===== src/rtl/pipe_memory_if.sv =====
// Data-memory bus between the MEM-stage controller and memory.
// req/gnt request phase, rvalid/rdata response phase.
interface pipe_memory_if;
    logic        dmem_req;
    logic        dmem_we;
    logic [31:0] dmem_addr;
    logic [3:0]  dmem_be;
    logic [31:0] dmem_wdata;
    logic        dmem_gnt;
    logic        dmem_rvalid;
    logic [31:0] dmem_rdata;

    modport master (
        output dmem_req, dmem_we, dmem_addr, dmem_be, dmem_wdata,
        input  dmem_gnt, dmem_rvalid, dmem_rdata
    );

    modport slave (
        input  dmem_req, dmem_we, dmem_addr, dmem_be, dmem_wdata,
        output dmem_gnt, dmem_rvalid, dmem_rdata
    );
endinterface


===== src/rtl/pipe_memory.sv =====
// MEM-stage data-memory controller: bus sequencing, byte lanes,
// store forwarding from WB and load extension.
module pipe_memory #(
    parameter bit FWD_EN = 1'b1
) (
    input  logic                 clk,
    input  logic                 rst,
    input  logic                 mem_rd_M,
    input  logic                 mem_wr_M,
    input  logic [2:0]           mem_mask_M,
    input  logic [31:0]          alu_o_M,
    input  logic [31:0]          wr_data_M,
    input  logic [4:0]           rs2_addr_M,
    input  logic                 reg_wr_W,
    input  logic [4:0]           rd_W,
    input  logic [31:0]          wb_data_W,
    input  logic                 hold,
    pipe_memory_if.master        dmem,
    output logic [31:0]          load_data_M,
    output logic                 mem_stall,
    output logic                 misalign_M
);

    typedef enum logic [1:0] {IDLE, WAIT_GNT, WAIT_RSP, DONE} state_t;

    state_t      state;
    logic [1:0]  off_q;
    logic [2:0]  mask_q;
    logic [31:0] ldata_q;

    logic        is_b, is_h, is_w;
    logic        access, go, fwd_hit, rsp_now;
    logic [31:0] st_d, wd, sh, ext;
    logic [3:0]  be;

    assign is_b = (mem_mask_M[1:0] == 2'b00);
    assign is_h = (mem_mask_M[1:0] == 2'b01);
    assign is_w = mem_mask_M[1];

    assign misalign_M = (mem_rd_M | mem_wr_M) &
                        ((is_h & alu_o_M[0]) | (is_w & (|alu_o_M[1:0])));
    assign access = (mem_rd_M | mem_wr_M) & ~misalign_M;
    assign go     = access & ~rst & ((state == IDLE) | (state == WAIT_GNT));

    assign fwd_hit = FWD_EN & reg_wr_W & (rd_W != 5'd0) &
                     (rd_W == rs2_addr_M);
    assign st_d    = fwd_hit ? wb_data_W : wr_data_M;

    always_comb begin
        be = 4'b1111;
        wd = st_d;
        unique case (1'b1)
            is_b: begin
                be = 4'b0001 << alu_o_M[1:0];
                wd = {4{st_d[7:0]}};
            end
            is_h: begin
                be = alu_o_M[1] ? 4'b1100 : 4'b0011;
                wd = {2{st_d[15:0]}};
            end
            default: ;
        endcase
    end

    assign dmem.dmem_req   = go;
    assign dmem.dmem_we    = mem_wr_M;
    assign dmem.dmem_addr  = {alu_o_M[31:2], 2'b00};
    assign dmem.dmem_be    = be;
    assign dmem.dmem_wdata = wd;

    // Extension uses the offset/size latched at grant time.
    always_comb begin
        sh  = dmem.dmem_rdata >> {off_q, 3'b000};
        ext = sh;
        unique case (mask_q[1:0])
            2'b00:   ext = {{24{sh[7] & ~mask_q[2]}}, sh[7:0]};
            2'b01:   ext = {{16{sh[15] & ~mask_q[2]}}, sh[15:0]};
            default: ext = sh;
        endcase
    end

    assign rsp_now     = ~rst & (state == WAIT_RSP) & dmem.dmem_rvalid;
    assign load_data_M = rsp_now ? ext : ldata_q;

    always_comb begin
        mem_stall = 1'b0;
        if (!rst) begin
            unique case (state)
                IDLE, WAIT_GNT: mem_stall = go & ~(dmem.dmem_gnt & mem_wr_M);
                WAIT_RSP:       mem_stall = ~dmem.dmem_rvalid;
                DONE:           mem_stall = 1'b0;
            endcase
        end
    end

    always_ff @(posedge clk) begin
        if (rst) begin
            state   <= IDLE;
            off_q   <= 2'b00;
            mask_q  <= 3'b000;
            ldata_q <= 32'h0;
        end else begin
            unique case (state)
                IDLE, WAIT_GNT: begin
                    if (!go) begin
                        state <= IDLE;
                    end else if (!dmem.dmem_gnt) begin
                        state <= WAIT_GNT;
                    end else if (!mem_wr_M) begin
                        state  <= WAIT_RSP;
                        off_q  <= alu_o_M[1:0];
                        mask_q <= mem_mask_M;
                    end else begin
                        state <= IDLE;
                    end
                end
                WAIT_RSP: begin
                    if (dmem.dmem_rvalid) begin
                        ldata_q <= ext;
                        state   <= hold ? DONE : IDLE;
                    end
                end
                DONE: begin
                    if (!hold) state <= IDLE;
                end
            endcase
        end
    end

endmodule

===== src/flat_wrapper.sv =====
// flat-port wrapper written by rule: the top's interface ports become plain ports
module pipe_memory_flat 
#(
    parameter bit FWD_EN = 1'b1
)
  (clk, rst, mem_rd_M, mem_wr_M, mem_mask_M, alu_o_M, wr_data_M, rs2_addr_M, reg_wr_W, rd_W, wb_data_W, hold, load_data_M, mem_stall, misalign_M, dmem_dmem_req, dmem_dmem_we, dmem_dmem_addr, dmem_dmem_be, dmem_dmem_wdata, dmem_dmem_gnt, dmem_dmem_rvalid, dmem_dmem_rdata);
  pipe_memory_if dmem_i ();
  input  logic clk;
  input  logic rst;
  input  logic mem_rd_M;
  input  logic mem_wr_M;
  input  logic [2:0] mem_mask_M;
  input  logic [31:0] alu_o_M;
  input  logic [31:0] wr_data_M;
  input  logic [4:0] rs2_addr_M;
  input  logic reg_wr_W;
  input  logic [4:0] rd_W;
  input  logic [31:0] wb_data_W;
  input  logic hold;
  output logic [31:0] load_data_M;
  output logic mem_stall;
  output logic misalign_M;
  output wire logic [$bits(dmem_i.dmem_req)-1:0] dmem_dmem_req;
  output wire logic [$bits(dmem_i.dmem_we)-1:0] dmem_dmem_we;
  output wire logic [$bits(dmem_i.dmem_addr)-1:0] dmem_dmem_addr;
  output wire logic [$bits(dmem_i.dmem_be)-1:0] dmem_dmem_be;
  output wire logic [$bits(dmem_i.dmem_wdata)-1:0] dmem_dmem_wdata;
  input wire logic [$bits(dmem_i.dmem_gnt)-1:0] dmem_dmem_gnt;
  input wire logic [$bits(dmem_i.dmem_rvalid)-1:0] dmem_dmem_rvalid;
  input wire logic [$bits(dmem_i.dmem_rdata)-1:0] dmem_dmem_rdata;
  assign dmem_dmem_req = dmem_i.dmem_req;
  assign dmem_dmem_we = dmem_i.dmem_we;
  assign dmem_dmem_addr = dmem_i.dmem_addr;
  assign dmem_dmem_be = dmem_i.dmem_be;
  assign dmem_dmem_wdata = dmem_i.dmem_wdata;
  assign dmem_i.dmem_gnt = dmem_dmem_gnt;
  assign dmem_i.dmem_rvalid = dmem_dmem_rvalid;
  assign dmem_i.dmem_rdata = dmem_dmem_rdata;
  pipe_memory #(.FWD_EN(FWD_EN)) u_core (.clk(clk), .rst(rst), .mem_rd_M(mem_rd_M), .mem_wr_M(mem_wr_M), .mem_mask_M(mem_mask_M), .alu_o_M(alu_o_M), .wr_data_M(wr_data_M), .rs2_addr_M(rs2_addr_M), .reg_wr_W(reg_wr_W), .rd_W(rd_W), .wb_data_W(wb_data_W), .hold(hold), .dmem(dmem_i), .load_data_M(load_data_M), .mem_stall(mem_stall), .misalign_M(misalign_M));
endmodule

===== config.mk =====
export PLATFORM = sky130hd
export DESIGN_NAME = pipe_memory_flat
export DESIGN_NICKNAME = d
export VERILOG_FILES = /design/src/rtl/pipe_memory_if.sv /design/src/rtl/pipe_memory.sv /design/src/flat_wrapper.sv
export SDC_FILE = /design/constraint.sdc
export NUM_CORES = 1
export LEC_CHECK = 0
export ABC_AREA = 1
export BUFFER_PORTS_ARGS = -buffer_cell sky130_fd_sc_hd__buf_2
export CAP_MARGIN = 25
export CORE_MARGIN = 8
export CORE_UTILIZATION = 46
export DETAILED_ROUTE_END_ITERATION = 10
export PLACE_DENSITY = 0.87
export SLEW_MARGIN = 15
export SYNTH_ARGS = -nofsm -noshare
export SYNTH_HDL_FRONTEND = slang
export SYNTH_SLANG_ARGS = --single-unit

===== constraint.sdc =====
create_clock -name clk -period 3.1 [get_ports clk]
set_input_delay 0 -clock clk [delete_from_list [all_inputs] [get_ports clk]]
set_output_delay 0 -clock clk [all_outputs]
set_load 0.005 [all_outputs]

==> impl_metrics.ini, run 1 <==
[yosys]
yosys_warnings = 0
synth_area_um2 = 3770
yosys.area.top_type_share = 0.260
synth-edff-count = 0
synth_most_common_cell = nand2_1
avgSynthCellArea_um2 = 5.38
ys_ff_latch = 39
ys_top_cells_by_count = 261 x nand2_1, 102 x inv_1, 97 x nand3_1
seq_area_frac_synth = 0.207
yosys.cell_types.count = 25
synth_top_cell_by_area = nand2_1
synthCells = 701
synthFlopType = dfxtp_1
ys_top_cells_by_area = nand2_1 26%, dfxtp_1 21%, nand3_1 13%, inv_1 10%, buf_4 7.2%
async_reset_ff_frac = 0

[cts]
cts_tree = built
cts_resized = 0
cts.sinks = 39
clk_pin_slew_ns = 0.07
root_buffer = clkbuf_8
cts_hold_buf = 5
htree_levels = 2
cts_made_buffers = 5
clk-insertion-delay-late_ns = 0.30
post_cts_buffers = 0
clk_path_buf_depth = 2

[die]
die_w_um = 107
die_h_um = 107
start_util = 0.466
die-area_um2 = 11400
ioPinCount = 253
row_count = 33
coreArea_um2 = 8090

[global_route]
grt_max_degree = 48
antenna_found_initial = 2
grt_overflow = 0
grt_pass1_vias = 4396
gr-usage-all-layers = 0.226
grt_pass1_wl_um = 21300

[timing]
layout_min_cycle_time_ns = 2.32
drv_slew = 0
max_freq_mhz = 431
relSlewSlack = 0.570
setup_tns_ns = 0
setup_violations = 0
skew_ns = 0.0120
grt_setup_unrepaired = false
hold_viol = 0
period_share = 0.749
worst_slew_pin_slew_ns = 0.643

[job]
drv_cap = 0

[setup_path]
slowest_stage = dfxtp_1
cp_common_cell = nand2_1
crit_buf_inv = 4
startpoint_type = flop
timing.critical_path.to_type = primary output
r2r_cells = 9
worst-endpoint-arrival_ns = 2.32
worst-r2r-setup-slack_ns = 1.13
critical_path_class = reg -> out
crit-reg2reg-capture = u_core.ldata_q[25]
cp.required_ns = 3.10
slowest_delay_ns = 0.41
path_cells = buf_4, inv_2, buf_4, nand3_1, nand2_1, nand3_2, nand3_1, nand2_1, nand2_1, buf_2
crit_family = simple AND/OR/NAND/NOR gates
r2r-start = u_core.off_q[0]
worst-path-stages = 10
cp_max_fo = 38

[worst_hold_path]
hold_end = dmem_dmem_addr[24]
holdPathStages = 0
hp-class = in -> out
hp-start = alu_o_M[24]

[routing]
vias_per_cell = 5.08
wl_um = 13200
first_pass_iters = 5
route.vias.total = 4807
dr.first_iter.drc_count = 266
ant_nets = 0
drc_errors = 0
wl_per_cell_um = 13.9

[placement]
place.gp.congestion = 0.963
dpl.hpwl_um = 10500
io_buffers = 190

[cells_and_area]
drive_above_1_share = 0.258
fillers = 842
nNetsFinal = 988
synthToLayoutAreaGrowth_pct = 22.5

[power_and_ir_drop]
powerDensity_nw_per_um2 = 276
p_total_mw = 1.28
p_leak_nw = 2.86
peakVddDrop_mv = 0.143

[run_status]
status = completed
==> worst register-to-register path, cell delays in order (launching register included) <==
cell and delay (ns):
dfxtp_1 0.41, buf_4 0.25, inv_2 0.07, buf_4 0.32
nand3_1 0.12, nand2_1 0.12, nand3_2 0.27, nand3_1 0.21
nand2_1 0.09, nand2_1 0.08
==> power breakdown <==
part	switching [mW]	total [mW]	leakage, nW	internal [mW]
combinational	0.246	0.417	2.50	0.171
clock	0.188	0.345	0.0412	0.157
sequential	0.00579	0.516	0.315	0.510
==> worst max-delay path by stage <==
stage                          from            endpoint  slack [ns]
global route        u_core.off_q[1]      load_data_M[8]        0.49
global placement    u_core.off_q[0]     load_data_M[16]        1.17
detailed placement  u_core.off_q[0]     load_data_M[26]        1.15
CTS                 u_core.off_q[0]     load_data_M[18]        0.82
floorplan           u_core.off_q[1]  u_core.ldata_q[20]        1.78
finish              u_core.off_q[0]     load_data_M[25]        0.78
==> flip-flops by register name (all words and copies together), names as in the netlist <==
register,count
u_core.state,2
u_core.off_q,2
u_core.ldata_q,32
u_core.mask_q,3
==> cell usage in the layout, fill, tap and decap left out, drive strengths merged, types with 2 or more instances in the layout <==
cell type	n
dfxtp	39
o21ai	51
a21oi	7
nand2	261
nand4	32
diode	2
nor2	17
buf	198
dlygate4sd3	5
o211ai	8
inv	108
conb	2
nand3	99
clkinv	2
clkbuf	6
==> metrics by stage <==
step                cell area, µm²  utilization  std cells  worst slack [ns]  hold WS (ns)
floorplan                     3770            -        702              1.78        0.0276
global placement              4480        0.554        932              1.17     0.0000346
detailed placement            4480        0.554        932              1.15     0.0000346
CTS                           4620        0.570        945             0.816     0.0000346
global route                  4620        0.571        947             0.494    0.00000896
finish                        4620        0.571        947             0.779    0.00000224
==> logic make-up after synthesis <==
group | count (synthesis) | share of synthesized area
compound gates | 69 | 0.0985
buf+inv | 182 | 0.225
flops | 39 | 0.207
other cells | 1 | 0.000994
simple gates | 410 | 0.468
==> routing by layer <==
layer  vias to the layer above  GRT usage  share of wire  routed length [µm]
met3                        37     0.0817           0.11                1440
li1                       2444          -              -                   -
met1                      2079      0.255           0.39                5200
met2                       247      0.377           0.47                6140
met5                         -          0              0                   0
met4                         0     0.0945          0.029                 381
==> area by class of cell <==
cell class                 count  area, µm²  share of cell area
timing repair buffer         203       1060               0.230
clock buffer                   6       72.6              0.0157
sequential                    39        781               0.169
inverter                     109        409              0.0885
multi-input combinational    481       2150               0.465
antenna                        2       5.00             0.00108
tap                          105        131              0.0284
clock inverter                 2       12.5             0.00271
No activity file was read; power rests on OpenSTA's default activity.
==> inputs of run 2 (changes only) <==
- CORE_UTILIZATION: 46 -> 39
- PLACE_DENSITY: 0.87 -> 0.79
- clock period: 3.1 -> 2 ns (I/O delays scaled with it)
==> impl_metrics.ini, run 2 (synthesis gave the netlist of run 1 again) <==
[run_status]
status = completed

[setup_path]
slowest_delay_ns = 0.56
path_cells = dlygate4sd3_1, buf_2, nor3_1, nand2_1, inv_2, nand3_1, a31oi_1, dlygate4sd3_1
crit_family = buffers and inverters
crit_buf_inv = 4
cp_common_cell = dlygate4sd3_1
slowest_stage = dlygate4sd3_1
timing.critical_path.to_type = flop
cp.required_ns = 2.23
startpoint_type = input port
r2r-start = u_core.state[1]
startpoint = rst
critical_path_class = in -> reg
cp_max_fo = 11
worst-endpoint-arrival_ns = 2.09

[cells_and_area]
fin_cells = 979
final_area_um2 = 4730
largest_reg_flops = 32
final_common_cell = nand2_1
final_cell_mix = 261 x nand2_1, 190 x buf_2, 102 x inv_1
nNetsFinal = 992
largestRegisters = u_core.ldata_q (32), u_core.mask_q (3)
synthToLayoutAreaGrowth_pct = 25.4
drive_above_1_share = 0.268
top_register = u_core.ldata_q

[placement]
place_inst = 964
placed_cell_area_um2 = 4560
dpl.hpwl_um = 10500
io_buffers = 190
dpl_worst_slack_ns = 0.247
place.gp.congestion = 0.863

[global_route]
grt_use_met2 = 0.349
grt_overflow = 0
grt_max_degree = 49
busiest_layer = met2
grt_pass1_wl_um = 21300
use_met1 = 0.215
antenna_found_initial = 1
gr-usage-all-layers = 0.196
grt_pass1_vias = 4597
gr-usage-met3 = 0.0696

[timing]
period_share = 0.929
grt_setup_unrepaired = false
skew_ns = 0.0166
setup_ws_ns = 0.142
drv_slew = 0
worst_slew_pin_slew_ns = 0.673
relSlewSlack = 0.550
setup_tns_ns = 0
max_freq_mhz = 538
setup_violations = 0
hold_viol = 0
layout_min_cycle_time_ns = 1.86

[die]
coreArea_um2 = 9590
row_count = 36
die-area_um2 = 13100
die_w_um = 114
die_h_um = 114
start_util = 0.393
ioPinCount = 253

[cts]
cts_tree = built
post_cts_buffers = 0
clk-insertion-delay-late_ns = 0.30
root_buffer = clkbuf_8
clk_pin_slew_ns = 0.07
htree_levels = 2
clk_path_buf_depth = 2
cts_made_buffers = 5
cts.sinks = 39

[routing]
ant_nets = 0
wl_um = 13300
wl_per_cell_um = 13.6
vias_per_cell = 4.91
route.vias.total = 4809
dr.first_iter.drc_count = 385
first_pass_iters = 5
drc_errors = 0

[power_and_ir_drop]
powerDensity_nw_per_um2 = 428
p_leak_nw = 2.89
peakVddDrop_mv = 0.211

[worst_hold_path]
hp-start = alu_o_M[24]
hp-class = in -> out

[job]
drv_cap = 0
run 2: changes by cell type in the layout (fill, tap and decap cells not counted), moves of 2 or more:
cell | before | now
buf_4 | 8 | 11
dfxtp_1 | 39 | 37
dfxtp_2 | 0 | 2
clkinv_4 | 0 | 2
nand3_4 | 0 | 2
run 2: repair_timing:
action	CTS	global route
hold endpoints to repair	2	0
hold buffers	4	0
resized for setup	1	5
pin swaps	0	0
cloned	0	1
setup endpoints to repair	24	28
run 2: power breakdown:
part / leakage (nW) / switching (mW) / internal [mW]
Combinational: 2.53 / 0.389 / 0.273
Sequential: 0.316 / 0.00890 / 0.791
Clock: 0.0443 / 0.311 / 0.250
run 2: routing by layer:
layer / routed length [µm] / part of all wire
met1: 5180 / 0.39
met2: 6340 / 0.48
met3: 1530 / 0.11
met4: 252 / 0.019
met5: 0 / 0
run 2: area by class of cell:
cell class,instances,area (µm²)
fill,1013,4870
multi-input combinational,482,2170
timing repair buffer,206,1090
sequential,39,783
inverter,109,412
tap,133,166
clock buffer,5,68.8
clock inverter,3,25.0
antenna,2,5.00
run 2: final timing paths:
| check | endpoint | slack, ns | cells after the start |
|---|---|---|---|
| setup / recovery | u_core.state[1] | 0.14 | 8 |
| hold / removal | dmem_dmem_addr[24] | 0.000001 | 0 |
| setup reg to reg | u_core.state[1] | 0.23 | 6 |
| hold reg to reg | u_core.ldata_q[23] | 0.46 | 2 |
run 2: stage by stage:
stage          hold slack (ns)  utilization  power [mW]
4_1_cts              0.0000346        0.490        2.02
2_1_floorplan           0.0276            -        1.22
3_3_place_gp         0.0000346        0.475        1.46
3_5_place_dp         0.0000346        0.475        1.46
5_1_grt             0.00000797        0.493        2.15
6_report            0.00000142        0.493        2.02
run 2: worst register-to-register path: stages, from the launching register on:
cell and delay, ns:
dfxtp_1 0.33, nor3_1 0.17, nand2_1 0.08, inv_2 0.07, nand3_1 0.27, a31oi_1 0.23
dlygate4sd3_1 0.56
